<file path="src/rtl/prco_mmio_uart_pkg.sv">
// Shared constants for the memory-mapped UART: register offsets, STATUS layout, TX FSM states.
package prco_mmio_uart_pkg;

  localparam logic [1:0] REG_TXDATA = 2'd0;
  localparam logic [1:0] REG_STATUS = 2'd1;

  localparam int ST_FULL      = 0;
  localparam int ST_EMPTY     = 1;
  localparam int ST_BUSY      = 2;
  localparam int ST_OVF       = 3;
  localparam int ST_COUNT_LSB = 4;

  typedef enum logic [1:0] {
    TX_IDLE  = 2'd0,
    TX_START = 2'd1,
    TX_DATA  = 2'd2,
    TX_STOP  = 2'd3
  } tx_state_e;

  function automatic logic [3:0] satCount4(input int unsigned n);
    return (n > 32'd15) ? 4'd15 : n[3:0];
  endfunction

endpackage

</file>
<file path="src/rtl/prco_mmio_uart_if.sv">
// Core data-memory request/response bundle seen by the UART register window.
interface prco_mmio_uart_if;
  logic        i_ce;
  logic        i_we;
  logic [15:0] i_addr;
  logic [15:0] i_din;
  logic        q_sel;
  logic        q_ack;
  logic [15:0] q_dout;

  modport master (output i_ce, i_we, i_addr, i_din, input q_sel, q_ack, q_dout);
  modport slave  (input i_ce, i_we, i_addr, i_din, output q_sel, q_ack, q_dout);
endinterface

</file>
<file path="src/rtl/prco_sync_fifo.sv">
// Synchronous FIFO with async reset to empty; a push into a full FIFO is accepted
// when a pop happens on the same edge.
module prco_sync_fifo #(
  parameter int WIDTH = 8,
  parameter int DEPTH = 8
) (
  input  logic                   i_clk,
  input  logic                   i_reset,
  input  logic                   push_i,
  input  logic [WIDTH-1:0]       data_i,
  input  logic                   pop_i,
  output logic [WIDTH-1:0]       data_o,
  output logic                   full_o,
  output logic                   empty_o,
  output logic [$clog2(DEPTH):0] count_o
);
  localparam int AW = $clog2(DEPTH);

  logic [WIDTH-1:0] mem_q [DEPTH];
  logic [AW-1:0]    wrPtr_q, rdPtr_q;
  logic [AW:0]      count_q;
  logic             doPush, doPop;

  assign full_o  = (count_q == (AW+1)'(DEPTH));
  assign empty_o = (count_q == '0);
  assign count_o = count_q;
  assign data_o  = mem_q[rdPtr_q];
  assign doPop   = pop_i & ~empty_o;
  assign doPush  = push_i & (~full_o | doPop);

  always_ff @(posedge i_clk or posedge i_reset) begin
    if (i_reset) begin
      wrPtr_q <= '0;
      rdPtr_q <= '0;
      count_q <= '0;
    end else begin
      if (doPush) wrPtr_q <= wrPtr_q + AW'(1);
      if (doPop)  rdPtr_q <= rdPtr_q + AW'(1);
      case ({doPush, doPop})
        2'b10:   count_q <= count_q + (AW+1)'(1);
        2'b01:   count_q <= count_q - (AW+1)'(1);
        default: count_q <= count_q;
      endcase
    end
  end

  // Storage has no reset; the pointers alone define occupancy.
  always_ff @(posedge i_clk) begin
    if (doPush) mem_q[wrPtr_q] <= data_i;
  end

endmodule

</file>
<file path="src/rtl/prco_mmio_uart.sv">
// Memory-mapped 8N1 UART transmitter: 4-word register window, TX FIFO, serialiser.
module prco_mmio_uart
  import prco_mmio_uart_pkg::*;
#(
  parameter logic [15:0] BASE_ADDR  = 16'hFF00,
  parameter int          CLK_DIV    = 868,
  parameter int          FIFO_DEPTH = 8
) (
  input  logic             i_clk,
  input  logic             i_reset,
  prco_mmio_uart_if.slave  bus,
  output logic             q_tx,
  output logic             q_busy
);
  localparam int          CW        = $clog2(FIFO_DEPTH) + 1;
  localparam logic [15:0] BAUD_LAST = 16'(CLK_DIV - 1);

  logic [15:0] offset;
  logic        hit, wrTx, wrStatus;
  logic        ack_q, rdStatus_q, ovf_q;
  logic [15:0] statusWord;
  logic        fifoFull, fifoEmpty, pop;
  logic [7:0]  fifoData;
  logic [CW-1:0] fifoCount;
  logic        unusedDinHi;

  tx_state_e   state_q, state_d;
  logic [15:0] baud_q, baud_d;
  logic [2:0]  bitIdx_q, bitIdx_d;
  logic [7:0]  shift_q, shift_d;
  logic        tx_q, tx_d;
  logic        baudDone;

  // Unsigned wrap makes addresses below the base fall outside the window too.
  assign offset      = bus.i_addr - BASE_ADDR;
  assign bus.q_sel   = (offset < 16'd4);
  assign hit         = bus.i_ce & bus.q_sel;
  assign wrTx        = hit & bus.i_we & (offset[1:0] == REG_TXDATA);
  assign wrStatus    = hit & bus.i_we & (offset[1:0] == REG_STATUS);
  assign unusedDinHi = ^bus.i_din[15:8];

  prco_sync_fifo #(.WIDTH(8), .DEPTH(FIFO_DEPTH)) u_fifo (
    .i_clk   (i_clk),
    .i_reset (i_reset),
    .push_i  (wrTx),
    .data_i  (bus.i_din[7:0]),
    .pop_i   (pop),
    .data_o  (fifoData),
    .full_o  (fifoFull),
    .empty_o (fifoEmpty),
    .count_o (fifoCount)
  );

  always_ff @(posedge i_clk or posedge i_reset) begin
    if (i_reset) begin
      ack_q      <= 1'b0;
      rdStatus_q <= 1'b0;
      ovf_q      <= 1'b0;
    end else begin
      ack_q      <= hit;
      rdStatus_q <= hit & ~bus.i_we & (offset[1:0] == REG_STATUS);
      if (wrStatus)                      ovf_q <= 1'b0;
      else if (wrTx & fifoFull & ~pop)   ovf_q <= 1'b1;
    end
  end

  // STATUS is assembled during the ack cycle, so it shows state after the sampling edge.
  always_comb begin
    statusWord                      = '0;
    statusWord[ST_COUNT_LSB +: 4]   = satCount4(32'(fifoCount));
    statusWord[ST_OVF]              = ovf_q;
    statusWord[ST_BUSY]             = q_busy;
    statusWord[ST_EMPTY]            = fifoEmpty;
    statusWord[ST_FULL]             = fifoFull;
  end

  assign bus.q_ack  = ack_q;
  assign bus.q_dout = rdStatus_q ? statusWord : 16'd0;
  assign q_tx       = tx_q;
  assign q_busy     = ~fifoEmpty | (state_q != TX_IDLE);
  assign baudDone   = (baud_q == BAUD_LAST);

  always_ff @(posedge i_clk or posedge i_reset) begin
    if (i_reset) begin
      state_q  <= TX_IDLE;
      baud_q   <= '0;
      bitIdx_q <= '0;
      shift_q  <= '0;
      tx_q     <= 1'b1;
    end else begin
      state_q  <= state_d;
      baud_q   <= baud_d;
      bitIdx_q <= bitIdx_d;
      shift_q  <= shift_d;
      tx_q     <= tx_d;
    end
  end

  // STOP chains straight into START when data is waiting, so frames run back-to-back.
  always_comb begin
    state_d  = state_q;
    baud_d   = baud_q + 16'd1;
    bitIdx_d = bitIdx_q;
    shift_d  = shift_q;
    tx_d     = tx_q;
    pop      = 1'b0;
    case (state_q)
      TX_IDLE: begin
        baud_d = '0;
        tx_d   = 1'b1;
        if (!fifoEmpty) begin
          pop     = 1'b1;
          shift_d = fifoData;
          state_d = TX_START;
          tx_d    = 1'b0;
        end
      end
      TX_START: begin
        if (baudDone) begin
          baud_d   = '0;
          bitIdx_d = '0;
          state_d  = TX_DATA;
          tx_d     = shift_q[0];
        end
      end
      TX_DATA: begin
        if (baudDone) begin
          baud_d  = '0;
          shift_d = shift_q >> 1;
          if (bitIdx_q == 3'd7) begin
            state_d = TX_STOP;
            tx_d    = 1'b1;
          end else begin
            bitIdx_d = bitIdx_q + 3'd1;
            tx_d     = shift_q[1];
          end
        end
      end
      TX_STOP: begin
        if (baudDone) begin
          baud_d = '0;
          if (!fifoEmpty) begin
            pop     = 1'b1;
            shift_d = fifoData;
            state_d = TX_START;
            tx_d    = 1'b0;
          end else begin
            state_d = TX_IDLE;
            tx_d    = 1'b1;
          end
        end
      end
      default: ;
    endcase
  end

endmodule

</file>
<file path="src/flat_wrapper.sv">
// flat-port wrapper written by rule: the top's interface ports become plain ports
module prco_mmio_uart_flat import prco_mmio_uart_pkg::*;
#(
  parameter logic [15:0] BASE_ADDR  = 16'hFF00,
  parameter int          CLK_DIV    = 868,
  parameter int          FIFO_DEPTH = 8
)
  (i_clk, i_reset, q_tx, q_busy, bus_i_ce, bus_i_we, bus_i_addr, bus_i_din, bus_q_sel, bus_q_ack, bus_q_dout);
  prco_mmio_uart_if bus_i ();
  input  logic i_clk;
  input  logic i_reset;
  output logic q_tx;
  output logic q_busy;
  input wire logic [$bits(bus_i.i_ce)-1:0] bus_i_ce;
  input wire logic [$bits(bus_i.i_we)-1:0] bus_i_we;
  input wire logic [$bits(bus_i.i_addr)-1:0] bus_i_addr;
  input wire logic [$bits(bus_i.i_din)-1:0] bus_i_din;
  output wire logic [$bits(bus_i.q_sel)-1:0] bus_q_sel;
  output wire logic [$bits(bus_i.q_ack)-1:0] bus_q_ack;
  output wire logic [$bits(bus_i.q_dout)-1:0] bus_q_dout;
  assign bus_i.i_ce = bus_i_ce;
  assign bus_i.i_we = bus_i_we;
  assign bus_i.i_addr = bus_i_addr;
  assign bus_i.i_din = bus_i_din;
  assign bus_q_sel = bus_i.q_sel;
  assign bus_q_ack = bus_i.q_ack;
  assign bus_q_dout = bus_i.q_dout;
  prco_mmio_uart #(.BASE_ADDR(BASE_ADDR), .CLK_DIV(CLK_DIV), .FIFO_DEPTH(FIFO_DEPTH)) u_core (.i_clk(i_clk), .i_reset(i_reset), .bus(bus_i), .q_tx(q_tx), .q_busy(q_busy));
endmodule
</file>
<file path="config.mk">
export PLATFORM = sky130hd
export DESIGN_NAME = prco_mmio_uart_flat
export DESIGN_NICKNAME = d
export VERILOG_FILES = /design/src/rtl/prco_mmio_uart_pkg.sv /design/src/rtl/prco_mmio_uart_if.sv /design/src/rtl/prco_sync_fifo.sv /design/src/rtl/prco_mmio_uart.sv /design/src/flat_wrapper.sv
export SDC_FILE = /design/constraint.sdc
export NUM_CORES = 1
export LEC_CHECK = 0
export CORE_MARGIN = 3
export CORE_UTILIZATION = 60
export CTS_BUF_LIST = sky130_fd_sc_hd__clkbuf_8 sky130_fd_sc_hd__clkbuf_16
export DETAILED_ROUTE_END_ITERATION = 7
export PLACE_DENSITY = 0.85
export SETUP_SLACK_MARGIN = 0.5
export SLEW_MARGIN = 20
export SYNTH_ARGS = -nofsm -noshare
export SYNTH_HDL_FRONTEND = slang
export SYNTH_SLANG_ARGS = --single-unit
</file>
<file path="constraint.sdc">
create_clock -name i_clk -period 6.73 [get_ports i_clk]
set_input_delay 1.0095 -clock i_clk [delete_from_list [all_inputs] [get_ports i_clk]]
set_output_delay 1.0095 -clock i_clk [all_outputs]
set_load 0.02 [all_outputs]
</file>
==> results by stage, run 1 <==
Synth:
- The prevailing post-synth register cell is sky130_fd_sc_hd__edfxtp_1.
- The number of instances in the synthesized netlist is 359.
- The number of flops mapped to enable cells by yosys is 64.
- Synthesis instantiated 50 different standard cells from the library.
- The count of warnings emitted by yosys is 0.
- The total standard cell area after synthesis is 4860 sq um.
- The share of the Yosys chip area taken by registers is 0.617.
- The average footprint of a synthesized cell is 13.5 sq um.
- The flip-flop and latch count after synthesis is 107.
- The post-synthesis async set-or-reset flop share is 0.402.

Clock tree:
- The tree is rooted in a sky130_fd_sc_hd__clkbuf_8.
- The H-tree generated during clock tree synthesis spans 3 levels.
- After clock tree synthesis, the clock-pin slew on the worst setup and hold paths is 100 ps.
- The post-cts resize count is 0.
- The number of clock sinks is 107.
- The hold buffer count at cts is 0.
- The number of post-CTS setup repair buffers is 0.
- The clock latency of the later-clocked register in the worst-skew pair is 370 ps.
- The number of buffers on the longest clock path is 2.
- The CTS tree is yes.
- Clock tree synthesis inserted a total of 9 buffers.

Floorplanning:
- The effective utilization at floorplan is 0.623.
- The floorplan die area is 9220 sq um.
- Pin placement for this block handled 56 I/O pins.
- The horizontal die dimension is 96.0 um.
- The placeable core region is 7810 sq um.
- The chip height is 96.0 um.
- After floorplanning, the core was divided into 32 placement rows.

STA:
- The post-route worst hold slack is 496 ps.
- The pin slew with the least headroom to its limit is 907 ps.
- The final number of hold-violating endpoints is 0.
- Setup violations remaining at the end of the flow were counted as 0.
- The final setup TNS is 0 ps.
- Derived from the worst setup path, the maximum achievable clock frequency is 265 MHz.
- The number of pins with negative max-slew slack in the final report came to 0.
- Setup repair after global routing left no endpoint under its margin.
- The post-route clock period utilization is 0.560.
- Across all setup checks in the final design, the least slack found is 2960 ps.
- The final critical-path required period is 3770 ps.
- The tightest slew margin relative to the limit is 0.391.
- Across the routed clock network, the largest skew measured is 10.0 ps.

Drt:
- The wire length on met1 is 3580 um.
- After the first detailed-routing iteration, the DRC count stood at 183.
- The remaining antenna violation count after routing is 0.
- The detailed-route vias per instance is 5.77.
- The routed wire length on met2 is 4900 um.
- For this block, the routed nets add up to 9000 um of wire.
- In the final routed layout, each cell accounts on average for 17.7 um.
- The first TritonRoute pass finished after 4 iterations.
- For this run, design rule violations remaining after detail routing come to 0.
- The met3 layer wire length in the routed design is 423 um.
- The number of vias in the routed layout is 2942.
- The uppermost layer routed is met4.

Hold path:
- The worst hold path class is reg -> reg.

Power:
- The share of total power dissipated in the clock network is 0.199.
- The internal cell power is 1.19 mW.
- Summed over all nets, the switching power comes to 0.643 mW.
- Of the total power, the share spent switching nets is 0.350.
- In this run the static leakage power is 2.08 nW.
- Of the total power, registers draw 0.487.
- The total chip power is 1.83 mW.
- Of the total power, combinational logic draws 0.313.
- The total power divided by cell area is 331 nW/um^2.
- The worst-case IR drop observed on VDD is 201 uV.

Global routing:
- The global-route total usage across every layer is 0.212.
- The first global-routing pass estimated 14500 um of wire.
- The pin count of the biggest net entering global routing is 44.
- The via count of the first global-routing pass was 2960.
- The number of antenna violations at the first check in global routing is 0.
- The overflow left after global routing is 0.

Finish:
- In the layout the commonest cells are sky130_fd_sc_hd__edfxtp_1, sky130_fd_sc_hd__dfrtp_1, sky130_fd_sc_hd__clkdlybuf4s50_1, sky130_fd_sc_hd__nand2_1, sky130_fd_sc_hd__o21ai_0.
- The final standard cell utilization of the core is 0.709.
- Of the cells placed in the final design, the portion with a size suffix greater than 1 is 0.125.
- The most frequent standard cell in the layout excluding fill and tap cells is sky130_fd_sc_hd__edfxtp_1.
- The area growth from synthesis to layout is 13.8%.
- Once layout is complete, the cells apart from fillers number 510.
- The repair_antennas step left the layout with diodes totalling 0.
- In the final layout, the multi-input gates occupy 1730 sq um.
- Across the whole layout, storage elements account for 3000 sq um.
- The total of fill cells in the finished design is 503.
- The area of all placed cells without fillers is 5530 sq um.
- In the final design database the tool counted 452 nets.

Setup path:
- The cell occurring most often along the worst timing path is sky130_fd_sc_hd__clkdlybuf4s50_1.
- The required time of the critical path is 5720 ps.
- In this run the worst path has a maximum fanout of 2.
- The slowest library cell on the worst path is sky130_fd_sc_hd__clkdlybuf4s50_1.
- The type of the setup path with the least slack is in -> out.
- The worst setup path is launched from an input pin.
- Walking the worst path, the cells encountered are clkdlybuf4s50_1 -> nor4bb_1 -> nand2_1 -> nor2_1 -> clkdlybuf4s50_1.
- The delay of the slowest cell on the worst path is 620 ps.
- The arrival time of the worst setup path is 2760 ps.
- STA classifies the critical path endpoint as an output pin.

Placement:
- The global placement routability congestion is 0.784.
- Once placement completed, the tool counted placed cells totaling 494.
- After legalization and detailed placement, the total HPWL measured 6120 um.
- The setup slack at placement is 2780 ps.
- The total cell area at the placement stage is 5350 sq um.
- The count of buffers added on input and output ports is 39.

Outcome:
- The flow ran to the end, and the final reports show no timing, DRC or antenna violations.

Run:
- Across the run, the number of max-cap violations was 0.
==> sequential cells by signal, indices dropped and copies added, names as in the netlist, 2 cells and up <==
signal	count
u_core.u_fifo.mem_q	64
u_core.baud_q	16
u_core.shift_q	8
u_core.u_fifo.count_o	4
u_core.bitIdx_q	3
u_core.u_fifo.rdPtr_q	3
u_core.u_fifo.wrPtr_q	3
u_core.state_q	2
==> layout make-up <==
| type | instances | area share |
|---|---|---|
| clock inverter | 7 | 0.0109 |
| inverter | 11 | 0.00746 |
| multi-input combinational | 227 | 0.313 |
| tap | 102 | 0.0231 |
| timing repair buffer | 47 | 0.0814 |
| clock buffer | 9 | 0.0224 |
| sequential | 107 | 0.542 |
==> cell families after synthesis <==
family / after synthesis / synth area share
XOR/XNOR: 20 / 0.0360
multiplexers: 28 / 0.0996
flip-flops: 107 / 0.617
adder cells (fa/ha/maj): 13 / 0.0334
other: 1 / 0.000771
AND/OR/NAND/NOR: 115 / 0.127
AO/OA/AOI/OAI: 43 / 0.0530
buffers and inverters: 32 / 0.0340
==> worst paths after layout <==
path                                                    start                              endpoint  slack [ps]  depth (start not counted)
worst max-delay path                           bus_i_addr[10]                             bus_q_sel        2960                          5
worst min-delay path            u_core.shift_q[6]$_DFFE_PP0P_         u_core.shift_q[6]$_DFFE_PP0P_         500                          2
worst min register to register  u_core.shift_q[6]$_DFFE_PP0P_         u_core.shift_q[6]$_DFFE_PP0P_         500                          2
max in group asynchronous                             i_reset  u_core.u_fifo.rdPtr_q[0]$_DFFE_PP0P_        5260                          3
min in group asynchronous                             i_reset  u_core.u_fifo.wrPtr_q[0]$_DFFE_PP0P_        1070                          3
worst max register to register     u_core.baud_q[0]$_DFF_PP0_  u_core.u_fifo.count_o[2]$_DFFE_PP0P_        3560                         12
==> power by group through the flow <==
stage / Combinational [mW] / Clock, mW / Sequential, mW
floorplan: 0.516 / 0 / 0.826
global placement: 0.541 / 0 / 0.904
detailed placement: 0.568 / 0 / 0.910
CTS: 0.579 / 0.372 / 0.896
global route: 0.641 / 0.399 / 0.912
finish: 0.575 / 0.365 / 0.894
==> worst max-delay path, delay by kind of cell <==
family,cells,cell delay (ps)
buffers and inverters,2,1070
AND/OR/NAND/NOR,3,690
==> synthesized netlist by cell type (4+ instances only) <==
cell type	instances	area [sq um]
sky130_fd_sc_hd__a21oi_1	9	45.0
sky130_fd_sc_hd__and2_1	8	50.1
sky130_fd_sc_hd__buf_4	9	67.6
sky130_fd_sc_hd__clkbuf_1	5	18.8
sky130_fd_sc_hd__dfrtp_1	42	1050
sky130_fd_sc_hd__edfxtp_1	64	1920
sky130_fd_sc_hd__ha_1	13	163
sky130_fd_sc_hd__inv_1	10	37.5
sky130_fd_sc_hd__mux2i_1	9	90.1
sky130_fd_sc_hd__mux4_2	16	360
sky130_fd_sc_hd__nand2_1	28	105
sky130_fd_sc_hd__nand2b_1	4	25.0
sky130_fd_sc_hd__nand3_1	8	40.0
sky130_fd_sc_hd__nor2_1	21	78.8
sky130_fd_sc_hd__nor3_1	15	75.1
sky130_fd_sc_hd__nor4_1	6	37.5
sky130_fd_sc_hd__o21ai_0	23	115
sky130_fd_sc_hd__or3_1	4	25.0
sky130_fd_sc_hd__xnor2_1	10	87.6
sky130_fd_sc_hd__xor2_1	10	87.6
==> metal layers <==
layer / vias up / GRT usage
met5: - / 0
met4: 0 / 0.0664
met2: 78 / 0.363
met1: 1463 / 0.264
li1: 1392 / -
met3: 9 / 0.0547
(Power assumes the default switching activity.)
==> run 2, diff against run 1 <==
CORE_UTILIZATION = 56   (was 60)
PLACE_DENSITY = 0.8   (was 0.85)
clock period = 3.8 ns   (was 6.73 ns; I/O delays follow)
==> run 2 against run 1 <==
  * Highest routed layer unchanged
  * Register-to-register slack lost 2800 ps
  * Critical endpoint is now u_core.u_fifo.count_o[2]$_DFFE_PP0P_
  * Largest power group unchanged
  * First-iteration DRC count grew 6.6%
  * Critical path type is now reg -> reg
  * Global-route usage shrank 2.0 points
==> results by stage, run 2 (synthesis gave the netlist of run 1 again) <==
Outcome:
- The run finished with clean final reports.

STA:
- The maximum frequency from static timing analysis is 326 MHz.
- The number of pins with negative max-slew slack in the final report came to 0.
- Measured against its own limit, the worst slew margin works out to 0.398.
- The post-route clock period utilization is 0.806.
- The final number of hold-violating endpoints is 0.
- The pin slew with the least headroom to its limit is 902 ps.
- Summed over all failing endpoints, the final setup total negative slack is 0 ps.
- The final setup violation count is 0.
- The largest clock skew in the final design is 13.0 ps.
- After layout, the minimum clock period comes to 3060 ps.
- Setup repair after global routing left no endpoint under its margin.
- The post-route worst hold slack is 487 ps.

Finish:
- 0 antenna diodes ended up in the layout.
- The register with the most flip-flops is u_core.u_fifo.mem_q.
- The library cells used most frequently in the layout, excluding fill and tap cells, are sky130_fd_sc_hd__edfxtp_1, sky130_fd_sc_hd__dfrtp_1, sky130_fd_sc_hd__clkdlybuf4s50_1, sky130_fd_sc_hd__nand2_1, sky130_fd_sc_hd__o21ai_0.
- The net count reported at finish is 456.
- Relative to the synthesized area, the layout overhead comes to 15.0%.
- The largest registers in the layout are u_core.u_fifo.mem_q x64, u_core.baud_q x16, u_core.shift_q x8.
- The library cell used most frequently in the layout, excluding fill and tap cells, is sky130_fd_sc_hd__edfxtp_1.
- The number of flip-flops under the largest register name is 64.
- Of the cells placed in the final design, the portion with a size suffix greater than 1 is 0.133.
- The area of all placed cells without fillers is 5590 sq um.
- The total of fill cells in the finished design is 570.
- The final standard cell utilization of the core is 0.671.

Floorplanning:
- The die is 99.2 um wide.
- The region available for standard cell placement spans 8340 sq um.
- The number of core rows is 33.
- The floorplan die area is 9840 sq um.
- The count of pins on the block boundary is 56.
- From bottom edge to top edge, the die measures 99.2 um.
- For this configuration, the core starts out at a cell density of 0.583.

Global routing:
- The first global-routing pass estimated 14600 um of wire.
- The number of antenna violations at the first check in global routing is 0.
- The pin count of the biggest net entering global routing is 24.
- For this run, the total global-route usage over all layers was measured as 0.191.
- The overflow left after global routing is 0.
- The via count of the first global-routing pass is 2979.

Placement:
- The placed wire-length estimate after detailed placement is 6120 um.
- The global placement routability congestion is 0.833.
- Summing all placed instances gives a cell area of 5380 sq um.
- The total of buffers placed on input and output ports is 39.

Clock tree:
- Once the clock tree was built, the resizer swapped 0 gates to a different size.
- Hold repair after CTS inserted 0 buffers.
- The number of setup buffers added after CTS is 0.
- Clock-pin slew was measured on the worst setup and hold paths at 110 ps.
- The CTS buffer count is 9.
- The number of clock sinks is 107.
- The clock root buffer is sky130_fd_sc_hd__clkbuf_8.
- For the worst-skew pair, the clock arrives at the later sink with an insertion delay of 370 ps.
- The number of buffers on the longest clock path is 2.
- The CTS tree is yes.
- CTS built an H-tree with a depth of 3.

Hold path:
- The worst hold path class is reg -> reg.

Setup path:
- The slowest library cell on the worst path is sky130_fd_sc_hd__or3_4.
- The nature of the critical path endpoint is a flip-flop.
- The critical path goes through ha_1 -> nand4_1 -> and4b_2 -> a31oi_4 -> or3_4 -> ha_1 -> xor2_1 -> ha_1 -> a21oi_1 -> xor2_1 -> nor2_1 -> xor2_1.
- The buffer and inverter count on the worst path is 0.
- At the worst endpoint, the required time is 4050 ps.
- The arrival time of the worst setup path is 3310 ps.
- The largest fanout on the critical path is 12.
- Grouping stages by cell kind, the critical path spends the most delay in simple AND/OR/NAND/NOR gates.
- The delay of the slowest cell on the worst path is 460 ps.
- The worst setup path is of the reg -> reg kind.
- The worst setup path is launched from a flip-flop.

Power:
- The internal cell power is 2.14 mW.
- The total chip power is 3.29 mW.
- The worst ir drop on vdd is 273 uV.
- The share of total power dissipated in sequential elements is 0.475.
- The total power divided by cell area is 588 nW/um^2.
- Of the total power, combinational logic draws 0.312.
- In this run the static leakage power is 2.11 nW.
- Of the total power, the clock network draws 0.213.
- The net switching component of the power is 1.15 mW.
- Of the total power, the share spent switching nets is 0.350.

Run:
- Max-cap violations in this run came to 0.

Drt:
- The pre-antenna-repair detailed-routing pass consisted of 4 iterations.
- After detailed routing, the average wire length per cell comes to 16.7 um.
- The number of design-rule violations left by the first detailed-router iteration is 195.
- Using the TritonRoute via totals, the vias-per-cell ratio works out to 5.65.
- For this run, design rule violations remaining after detail routing come to 0.
- The routed layout has 2920 vias.
- The remaining antenna violation count after routing is 0.
- After detailed routing, the total wire length is 8660 um.
==> run 2: cell count changes in the layout (fill, tap and decap cells not counted), sizes merged <==
| cell | change |
|---|---|
| buf | +4 |
| inv | -2 |
| clkinv | +2 |
==> run 2: tightest hold or removal path: stages (launching register included) <==
cell and delay, ps:
sky130_fd_sc_hd__dfrtp_1 350, sky130_fd_sc_hd__nand2_1 40, sky130_fd_sc_hd__o21ai_0 60
==> run 2: metrics by stage <==
| stage | setup slack [ps] | std cells |
|---|---|---|
| 2_1_floorplan | 914 | 366 |
| 4_1_cts | 648 | 517 |
| 3_3_place_gp | 437 | 501 |
| 3_5_place_dp | 383 | 501 |
| 5_1_grt | 500 | 517 |
| 6_report | 736 | 517 |
==> run 2: metal layers <==
layer / up-vias / part of all wire / track usage
li1: 1398 / - / -
met1: 1445 / 0.41 / 0.237
met2: 71 / 0.54 / 0.338
met3: 6 / 0.046 / 0.0393
met4: 0 / 0.0090 / 0.0599
met5: - / 0 / 0
==> run 2: worst paths after layout <==
check	from	to	slack (ps)	depth (start not counted)
max	u_core.baud_q[0]$_DFF_PP0_	u_core.u_fifo.count_o[2]$_DFFE_PP0P_	740	12
min	u_core.shift_q[5]$_DFFE_PP0P_	u_core.shift_q[5]$_DFFE_PP0P_	490	2
max reg2reg	u_core.baud_q[0]$_DFF_PP0_	u_core.u_fifo.count_o[2]$_DFFE_PP0P_	740	12
min reg2reg	u_core.shift_q[5]$_DFFE_PP0P_	u_core.shift_q[5]$_DFFE_PP0P_	490	2
max in group asynchronous	i_reset	u_core.q_tx$_DFFE_PP1P_	2330	3
min in group asynchronous	i_reset	u_core.u_fifo.wrPtr_q[1]$_DFFE_PP0P_	700	2
==> run 2: power groups by stage <==
stage	Sequential [mW]	Combinational, mW	Clock, mW
global route	1.59	1.17	0.765
global placement	1.58	0.995	0
floorplan	1.46	0.913	0
CTS	1.56	1.04	0.717
detailed placement	1.59	1.04	0
finish	1.56	1.03	0.700
==> run 2: area by class of cell <==
class	count	area, sq um	share of cell area
clock inverter	7	91.3	0.0163
clock buffer	9	124	0.0221
sequential	107	3000	0.536
multi-input combinational	227	1730	0.309
inverter	11	41.3	0.00738
tap	105	131	0.0235
timing repair buffer	51	480	0.0859
==> run 3, diff against run 2 <==
CORE_UTILIZATION = 50   (was 56)
PLACE_DENSITY = 0.75   (was 0.8)
clock period = 2.8 ns   (was 3.8 ns; I/O delays follow)
==> run 3 against run 2 <==
  * Utilization decreased by 1.5 points
  * Maximum frequency increased by 13%
  * Register-to-register slack worse by 640 ps
  * Critical path depth fell by 1
  * Non-clock buffer count up 31
  * Flip-flop and latch count is the same
  * Design area up 9.3%
  * Clock skew is 2.7 ps higher
  * Cell count rose by 11%
  * Total power is 47% higher
  * Hold slack worse by 3.8 ps
  * Critical path type unchanged
  * Largest power group unchanged
==> results by stage, run 3 (synthesis gave the netlist of run 1 again) <==
Outcome:
- The run finished with clean final reports.

Drt:
- For this run, design rule violations remaining after detail routing come to 0.
- The first detailed-routing pass took 4 iterations.
- Dividing the detail-routed via count by the number of cells gives 5.33.
- The number of vias in the routed layout is 3050.
- The remaining antenna violation count after routing is 0.
- The detailed router finished its first iteration with 161 violations.
- The final wirelength is 9620 um.
- The per-cell routed wire length is 16.8 um.

Power:
- For this design the static power due to leakage is 2.37 nW.
- Dividing total power by cell area gives a power density of 790 nW/um^2.
- The total chip power is 4.83 mW.
- The worst-case IR drop observed on VDD is 503 uV.

Global routing:
- The total overflow left after global routing is 0.
- The first global-routing pass estimated 15300 um of wire.
- The via count of the first global-routing pass is 3116.
- The number of antenna violations at the first check in global routing is 0.
- The global-route total usage across every layer is 0.177.
- Entering global routing, the biggest net connects 44 pins.

Finish:
- The total of fill cells in the finished design is 631.
- In the final layout, the registers with the most flip-flops are u_core.u_fifo.mem_q x64, u_core.baud_q x16, u_core.shift_q x8.
- Summing all multi-input logic gate instances after layout gives 1940 sq um.
- Compared with the post-synthesis result, the final layout area differs by 25.7%.
- Once layout is complete, the utilization of the core stands at 0.656.
- The net count reported at finish is 487.
- The library cells used most frequently in the layout, excluding fill and tap cells, are sky130_fd_sc_hd__edfxtp_1, sky130_fd_sc_hd__dfrtp_1, sky130_fd_sc_hd__clkdlybuf4s50_1, sky130_fd_sc_hd__buf_4, sky130_fd_sc_hd__nand2_1.
- The repair_antennas step left the layout with diodes totalling 0.
- The number of flip-flops under the largest register name is 64.
- The fraction of layout instances using a drive strength above 1 is 0.260.
- The library cell used most frequently in the layout, excluding fill and tap cells, is sky130_fd_sc_hd__edfxtp_1.
- The register with the most flip-flops is u_core.u_fifo.mem_q.
- Summing all flip-flop and latch instances after layout gives 3000 sq um.

Setup path:
- The required time of the critical path is 3060 ps.
- The worst setup path is of the reg -> reg kind.
- The delay of the slowest cell on the worst path is 440 ps.
- The cell that appears most often on the critical path is sky130_fd_sc_hd__xor2_1.
- The largest fanout on the critical path is 3.
- In this run the critical register-to-register path is captured at u_core.u_fifo.count_o[2]$_DFFE_PP0P_.
- The path depth of the worst reg2reg path is 11.
- The signal on the critical path passes through nor4_2 -> and4b_2 -> a31oi_4 -> or3_4 -> ha_4 -> xor2_1 -> ha_2 -> a21oi_2 -> xor2_1 -> nor2_1 -> xor2_1.
- STA classifies the critical path endpoint as a flip-flop.
- In this run the critical register-to-register path is launched from u_core.baud_q[12]$_DFF_PP0_.
- Data on the critical path arrives at its endpoint at 2960 ps.
- The worst setup path is launched from a flip-flop.
- The slowest stage of the critical path belongs to the cell sky130_fd_sc_hd__dfrtp_2.
- The setup check on the worst reg-to-reg path leaves a slack of 100 ps.

Clock tree:
- The clock root buffer is sky130_fd_sc_hd__clkbuf_8.
- The number of buffers on the longest clock path is 2.
- For this design, the CTS-stage hold fixing added 0 buffers.
- The CTS tree is yes.
- The clock drives 107 sinks.
- The number of H-tree branching levels is 3.
- After clock tree synthesis, the clock-pin slew on the worst setup and hold paths is 110 ps.
- The clock latency of the later-clocked register in the worst-skew pair is 370 ps.
- The CTS buffer count is 9.

STA:
- The largest clock skew in the final design is 15.7 ps.
- The pin slew with the least headroom to its limit is 779 ps.
- Setup repair after global routing could not meet its margin everywhere.
- Counting I/O delays and the setup requirement, the final critical path takes 2700 ps.
- Timing would allow up to 370 MHz.
- Setup violations remaining at the end of the flow were counted as 0.
- The tightest slew margin relative to the limit is 0.480.
- The number of pins with negative max-slew slack in the final report came to 0.
- The post-route clock period utilization is 0.966.
- The final number of hold-violating endpoints was 0.

Floorplanning:
- The effective utilization at floorplan is 0.521.
- The chip height is 105 um.
- The floorplan die area is 10900 sq um.
- The count of pins on the block boundary is 56.
- After floorplanning, the core was divided into 35 placement rows.
- The die is 105 um wide.
- The core region is 9330 sq um.

Run:
- Across the run, the number of max-cap violations was 0.

Placement:
- The placed wire-length estimate after detailed placement is 5980 um.
- The global placement routability congestion is 0.767.
- Input and output buffers added on the ports amount to 39.

Hold path:
- In this run the worst hold path is classified as in -> async.
run 3: how the worst max path moves through the flow:
stage | startpoint | to
global placement | bus_i_addr[10] | u_core.u_fifo.count_o[2]$_DFFE_PP0P_
finish | u_core.baud_q[12]$_DFF_PP0_ | u_core.u_fifo.count_o[2]$_DFFE_PP0P_
floorplan | u_core.baud_q[0]$_DFF_PP0_ | u_core.u_fifo.count_o[2]$_DFFE_PP0P_
detailed placement | bus_i_addr[10] | u_core.u_fifo.count_o[2]$_DFFE_PP0P_
global route | u_core.baud_q[12]$_DFF_PP0_ | u_core.u_fifo.count_o[2]$_DFFE_PP0P_
CTS | u_core.baud_q[4]$_DFF_PP0_ | u_core.u_fifo.count_o[2]$_DFFE_PP0P_
run 3: routing by layer:
layer | vias up | GRT usage | part of all wire
met5 | - | 0 | 0
met4 | 0 | 0.0562 | 0.016
met3 | 13 | 0.0321 | 0.036
met2 | 54 | 0.314 | 0.54
met1 | 1524 | 0.221 | 0.41
li1 | 1459 | - | -
run 3: worst max-delay path, delay by kind of cell (launching register included):
kind / cells / cell delay [ps]
adders and majority gates: 2 / 350
and+or+nand+nor: 4 / 1070
DFF: 1 / 440
AOI/OAI and AO/OA: 2 / 240
xor gates and xnor gates: 3 / 490
run 3: final cells by class:
cell class	instances	area share
Inverter	11	0.00675
Timing Repair Buffer	82	0.126
Clock buffer	9	0.0203
Multi-Input combinational cell	227	0.317
Tap cell	129	0.0264
Sequential cell	107	0.491
Clock inverter	7	0.0127
run 3: stage by stage:
step           hold slack, ps  cell area [sq um]  std cells  TNS, ps  worst slack, ps
2_1_floorplan             443               4930        366        0              103
5_1_grt                   532               6110        572    -32.0            -32.0
3_3_place_gp              458               5490        531     -593             -190
6_report                  483               6110        572        0             95.2
3_5_place_dp              469               5490        531    -1830             -220
4_1_cts                   486               5920        557        0              243
run 3: what timing repair did:
action,4_1_cts,5_1_grt
resized for setup,43,13
cloned,0,1
pin swaps,14,17
setup buffers,10,14
endpoints found under the setup margin,72,79
run 3: report_power, final:
| part | internal (mW) | switching [mW] | total [mW] |
|---|---|---|---|
| registers | 1.85 | 0.218 | 2.07 |
| clock network | 0.357 | 0.575 | 0.932 |
| logic | 0.930 | 0.904 | 1.83 |
==> patch 1, RTL diff (settings of run 2) <==
Re-encode `tx_state_e` (4 states) as one-hot, 4 bits wide.
--- a/src/rtl/prco_mmio_uart_pkg.sv
+++ b/src/rtl/prco_mmio_uart_pkg.sv
@@ -12,7 +12,7 @@
 
-  typedef enum logic [1:0] {
-    TX_IDLE  = 2'd0,
-    TX_START = 2'd1,
-    TX_DATA  = 2'd2,
-    TX_STOP  = 2'd3
+  typedef enum logic [3:0] {
+    TX_IDLE  = 4'b0001,
+    TX_START = 4'b0010,
+    TX_DATA  = 4'b0100,
+    TX_STOP  = 4'b1000
   } tx_state_e;
Check against the original RTL: no difference found for any inputs over 10 cycles, from zero or initial values and one cycle with i_reset high; not proved beyond that.
==> patch 1 against run 2 <==
  * Worst setup slack got worse by 0.029 ns
  * Sequential share of layout area shrank 0.73 points
  * Design area increased by 3.2%
  * Routed wire length increased by 4.2%
  * Area after synthesis rose by 3.2%
  * Highest routed layer unchanged
  * Sequential cell count up 2
  * Count of clock-buffer cells in the layout unchanged
Power is not compared: it rests on default switching activity, and its combinational part moved more than twofold at a synthesized area within 25%.
==> patch 1: results (changes against run 2) <==
INFO  metric regToRegSetupSlack = 0.71 ns (was 0.74 ns)
INFO  metric hold_path_depth = 1 (was 2)
INFO  metric worstHoldEndpoint = u_core.baud_q[0]$_DFF_PP0_ (was u_core.shift_q[5]$_DFFE_PP0P_)
INFO  metric grt_start_max_net_pins = 46 (was 24)
INFO  metric critical_path_arrival = 3.39 ns (was 3.31 ns)
INFO  metric complex_gate_fraction_of_the_synthesized_area = 4.238% (was 5.300%)
INFO  metric preCtsSetupSlack = 0.4087 ns (was 0.3826 ns)
INFO  metric wire_per_inst = 16.93 um (was 16.75 um)
INFO  metric port-buffer-count = 39 (unchanged)
INFO  metric worstMarginPinSlew = 0.8143 ns (was 0.9017 ns)
INFO  metric post_synth_xor_area_fraction = 3.665% (was 3.602%)
INFO  metric layout-drive-gt1-share = 15.89% (was 13.35%)
INFO  metric finClkSkew = 0.01550 ns (was 0.01297 ns)
INFO  metric yosysSeqAreaShare = 60.78% (was 61.67%)
INFO  metric post_synth_mux_area_share = 11.82% (was 9.956%)
INFO  metric status = complete, no violations (unchanged)
INFO  metric gpl.final_weighted_congestion = 0.8099 (was 0.8332)
INFO  metric grt_usage = 19.57% (was 19.14%)
INFO  metric cp_max_fo = 8 (was 12)
INFO  metric asyncSetResetFlopFracSynth = 41.28% (was 40.19%)
INFO  metric met2_length = 4.532 mm (was 4.652 mm)
INFO  metric grt_util_met2 = 32.71% (was 33.83%)
INFO  metric critical_path.reg2reg.endpoint = u_core.u_fifo.count_o[3]$_DFFE_PP0P_ (was u_core.u_fifo.count_o[2]$_DFFE_PP0P_)
INFO  metric post_synth_num_cell_types = 52 (was 50)
INFO  metric place.detailed.hpwl = 6.071 mm (was 6.115 mm)
INFO  metric synth-warning-count = 0 (unchanged)
INFO  metric min-delay-start = u_core.baud_q[0]$_DFF_PP0_ (was u_core.shift_q[5]$_DFFE_PP0P_)
INFO  metric most_area_consuming_cells_after_synthesis = sky130_fd_sc_hd__edfxtp_1 (38%), sky130_fd_sc_hd__dfrtp_1 (21%), sky130_fd_sc_hd__mux4_2 (7.2%), sky130_fd_sc_hd__nor2_1 (2.8%), sky130_fd_sc_hd__mux2i_1 (2.4%) (was sky130_fd_sc_hd__edfxtp_1 (40%), sky130_fd_sc_hd__dfrtp_1 (22%), sky130_fd_sc_hd__mux4_2 (7.4%), sky130_fd_sc_hd__ha_1 (3.3%), sky130_fd_sc_hd__o21ai_0 (2.4%))
INFO  metric drt_iter0_drc = 105 (was 195)
INFO  metric grt_pass1_vias = 3074 (was 2979)
INFO  metric use_met1 = 25.44% (was 23.71%)
INFO  metric grt_util_met3 = 5.190% (was 3.927%)
INFO  metric drt-vias-per-instance = 5.719 (was 5.648)
INFO  metric global_route_wire_length_before_repair = 15.26 mm (was 14.57 mm)
-- patch 1: cell types whose count changed in the layout (fill, tap and decap cells not counted), sizes merged, moves of 5 or more --
| cell | change |
|---|---|
| nor2 | +17 |
| o21ai | -9 |
| mux2 | +7 |
| nor3 | -7 |
| ha | -6 |
| a21oi | -5 |
-- patch 1: kinds of logic after synthesis --
| group | Yosys count |
|---|---|
| other cells | 1 |
| simple gates | 132 |
| compound gates | 33 |
| xor+xnor | 21 |
| fa+ha+maj | 9 |
| buf+inv | 34 |
| flops | 109 |
| mux | 38 |
-- patch 1: metrics by stage --
stage	hold WS (ns)	cells	util (%)	area [sq um]
final	0.4953	533	68.23	5776
after global routing	0.5150	533	68.23	5776
after CTS	0.4960	533	68.12	5766
after detailed placement	0.4808	517	65.41	5537
after global placement	0.4666	517	65.41	5537
after floorplan	0.4549	384	-	5054
-- patch 1: power breakdown --
part,switching [uW],internal (uW)
registers,0.0165,1250
clock network,439,335
logic,29.2,26.4
total,468,1620
-- patch 1: worst max path at each step --
stage,startpoint,endpoint,slack [ns],cells past startpoint
6_report,u_core.baud_q[0]$_DFF_PP0_,u_core.u_fifo.count_o[3]$_DFFE_PP0P_,0.71,12
4_1_cts,u_core.state_q[2]$_DFFE_PP0P_,u_core.u_fifo.count_o[3]$_DFFE_PP0P_,0.63,11
3_3_place_gp,bus_i_addr[6],u_core.u_fifo.count_o[3]$_DFFE_PP0P_,0.49,11
5_1_grt,u_core.baud_q[0]$_DFF_PP0_,u_core.u_fifo.count_o[3]$_DFFE_PP0P_,0.51,12
3_5_place_dp,bus_i_addr[6],u_core.u_fifo.count_o[3]$_DFFE_PP0P_,0.41,11
2_1_floorplan,bus_i_addr[6],u_core.u_fifo.count_o[3]$_DFFE_PP0P_,0.65,10
-- patch 1: area by class of cell --
type / instances / area share (%)
multi-input combinational: 241 / 31.78
tap: 105 / 2.275
clock inverter: 7 / 1.820
timing repair buffer: 52 / 8.449
sequential: 109 / 52.88
clock buffer: 9 / 2.145
inverter: 10 / 0.6499
-- patch 1: critical path, stage by stage, from the launching register on --
cell                       delay [ns]
sky130_fd_sc_hd__dfrtp_1         0.40
sky130_fd_sc_hd__ha_1            0.23
sky130_fd_sc_hd__nor3b_1         0.20
sky130_fd_sc_hd__nand4_1         0.27
sky130_fd_sc_hd__o21a_1          0.34
sky130_fd_sc_hd__nor2_1          0.23
sky130_fd_sc_hd__nand2_1         0.13
sky130_fd_sc_hd__inv_1           0.10
sky130_fd_sc_hd__ha_1            0.23
sky130_fd_sc_hd__a21o_1          0.19
sky130_fd_sc_hd__a21o_1          0.21
sky130_fd_sc_hd__or4_1           0.40
sky130_fd_sc_hd__o211ai_1        0.09
==> patch 2, RTL diff (config.mk and constraints of run 2) <==
Without the edit above. `FIFO_DEPTH` is set to 8 in 2 places; all go to 32.
--- a/src/rtl/prco_mmio_uart.sv
+++ b/src/rtl/prco_mmio_uart.sv
@@ -6,3 +6,3 @@
   parameter int          CLK_DIV    = 868,
-  parameter int          FIFO_DEPTH = 8
+  parameter int          FIFO_DEPTH = 32
 ) (
--- a/src/flat_wrapper.sv
+++ b/src/flat_wrapper.sv
@@ -5,3 +5,3 @@
   parameter int          CLK_DIV    = 868,
-  parameter int          FIFO_DEPTH = 8
+  parameter int          FIFO_DEPTH = 32
 )
Formal check against the unedited RTL: no difference found for any inputs over 10 cycles, from zero or initial values and one cycle with i_reset high; that may be too few to reach the edited logic, so the function may still have changed.
==> patch 2 against run 2 <==
  * Routed wire length grew to 3.2 times the old value
  * Total power is 100% higher
  * Count of clock-buffer cells in the layout is 21 higher
  * Area after synthesis grew to 2.6 times the old value
  * Sequential cell count is 198 higher
  * Design area grew to 2.6 times the old value
  * Die area grew to 2.5 times the old value
  * Worst setup slack worse by 0.097 ns
  * Largest cell class unchanged
==> patch 2: results (changes against run 2) <==
INFO  metric status = complete, no violations (unchanged)
INFO  metric critical_path.max_stage_delay = 0.61 ns (was 0.46 ns)
INFO  metric drt_wl_total = 27.70 mm (was 8.658 mm)
INFO  metric clockNetworkPower = 2980 uW (was 700 uW)
INFO  metric peakVddDrop = 0.0004800 V (was 0.0002726 V)
INFO  metric global_route_wire_length_before_repair = 42.72 mm (was 14.57 mm)
INFO  metric place.detailed.hpwl = 17.43 mm (was 6.115 mm)
INFO  metric use_met1 = 31.45% (was 23.71%)
INFO  metric cts_resized = 2 (was 0)
INFO  metric wire_per_inst = 24.02 um (was 16.75 um)
INFO  metric clock_tree_root_driver_cell = sky130_fd_sc_hd__clkbuf_16 (was sky130_fd_sc_hd__clkbuf_8)
INFO  metric grt_usage = 22.56% (was 19.14%)
INFO  metric post_synth_edffs = 256 (was 64)
INFO  metric grt_pass1_vias = 7574 (was 2979)
INFO  metric nFillCells = 1400 (was 570)
INFO  metric grt_util_met2 = 37.53% (was 33.83%)
INFO  metric grt_start_max_net_pins = 53 (was 24)
INFO  metric max-clock-path-buffers = 3 (was 2)
INFO  metric post_synth_xor_area_fraction = 1.783% (was 3.602%)
INFO  metric dpl.cell_count = 1096 (was 501)
INFO  metric post_synth_num_cell_types = 64 (was 50)
INFO  metric worstReg2RegStart = u_core.u_fifo.count_o[0]$_DFFE_PP0P_ (was u_core.baud_q[0]$_DFF_PP0_)
INFO  metric static-leakage-power = 0.005308 uW (was 0.002108 uW)
INFO  metric hold-worst-slack = 0.4816 ns (was 0.4872 ns)
INFO  metric critical_path.reg2reg.endpoint = u_core.u_fifo.count_o[5]$_DFFE_PP0P_ (was u_core.u_fifo.count_o[2]$_DFFE_PP0P_)
-- patch 2: cell types whose count changed after synthesis, moves of 12 or more --
cell / change
sky130_fd_sc_hd__edfxtp_1: +192
sky130_fd_sc_hd__nor2_1: +43
sky130_fd_sc_hd__mux4_2: +34
sky130_fd_sc_hd__mux2i_1: +23
sky130_fd_sc_hd__a22o_1: +13
sky130_fd_sc_hd__a22oi_1: +12
-- patch 2: through the flow --
step                util [%]  cell area, sq um
floorplan                  -             12800
global placement       62.12             13720
detailed placement     62.12             13720
CTS                    66.71             14740
global route           66.76             14750
finish                 66.76             14750
-- patch 2: final cells by class --
cell class | count | area share [%]
clock buffers | 30 | 5.090
clock inverters | 26 | 1.756
inverters | 13 | 0.3478
multi-input cells | 412 | 24.97
flip-flops and latches | 305 | 60.49
well taps | 280 | 2.375
repair buffers | 87 | 4.980
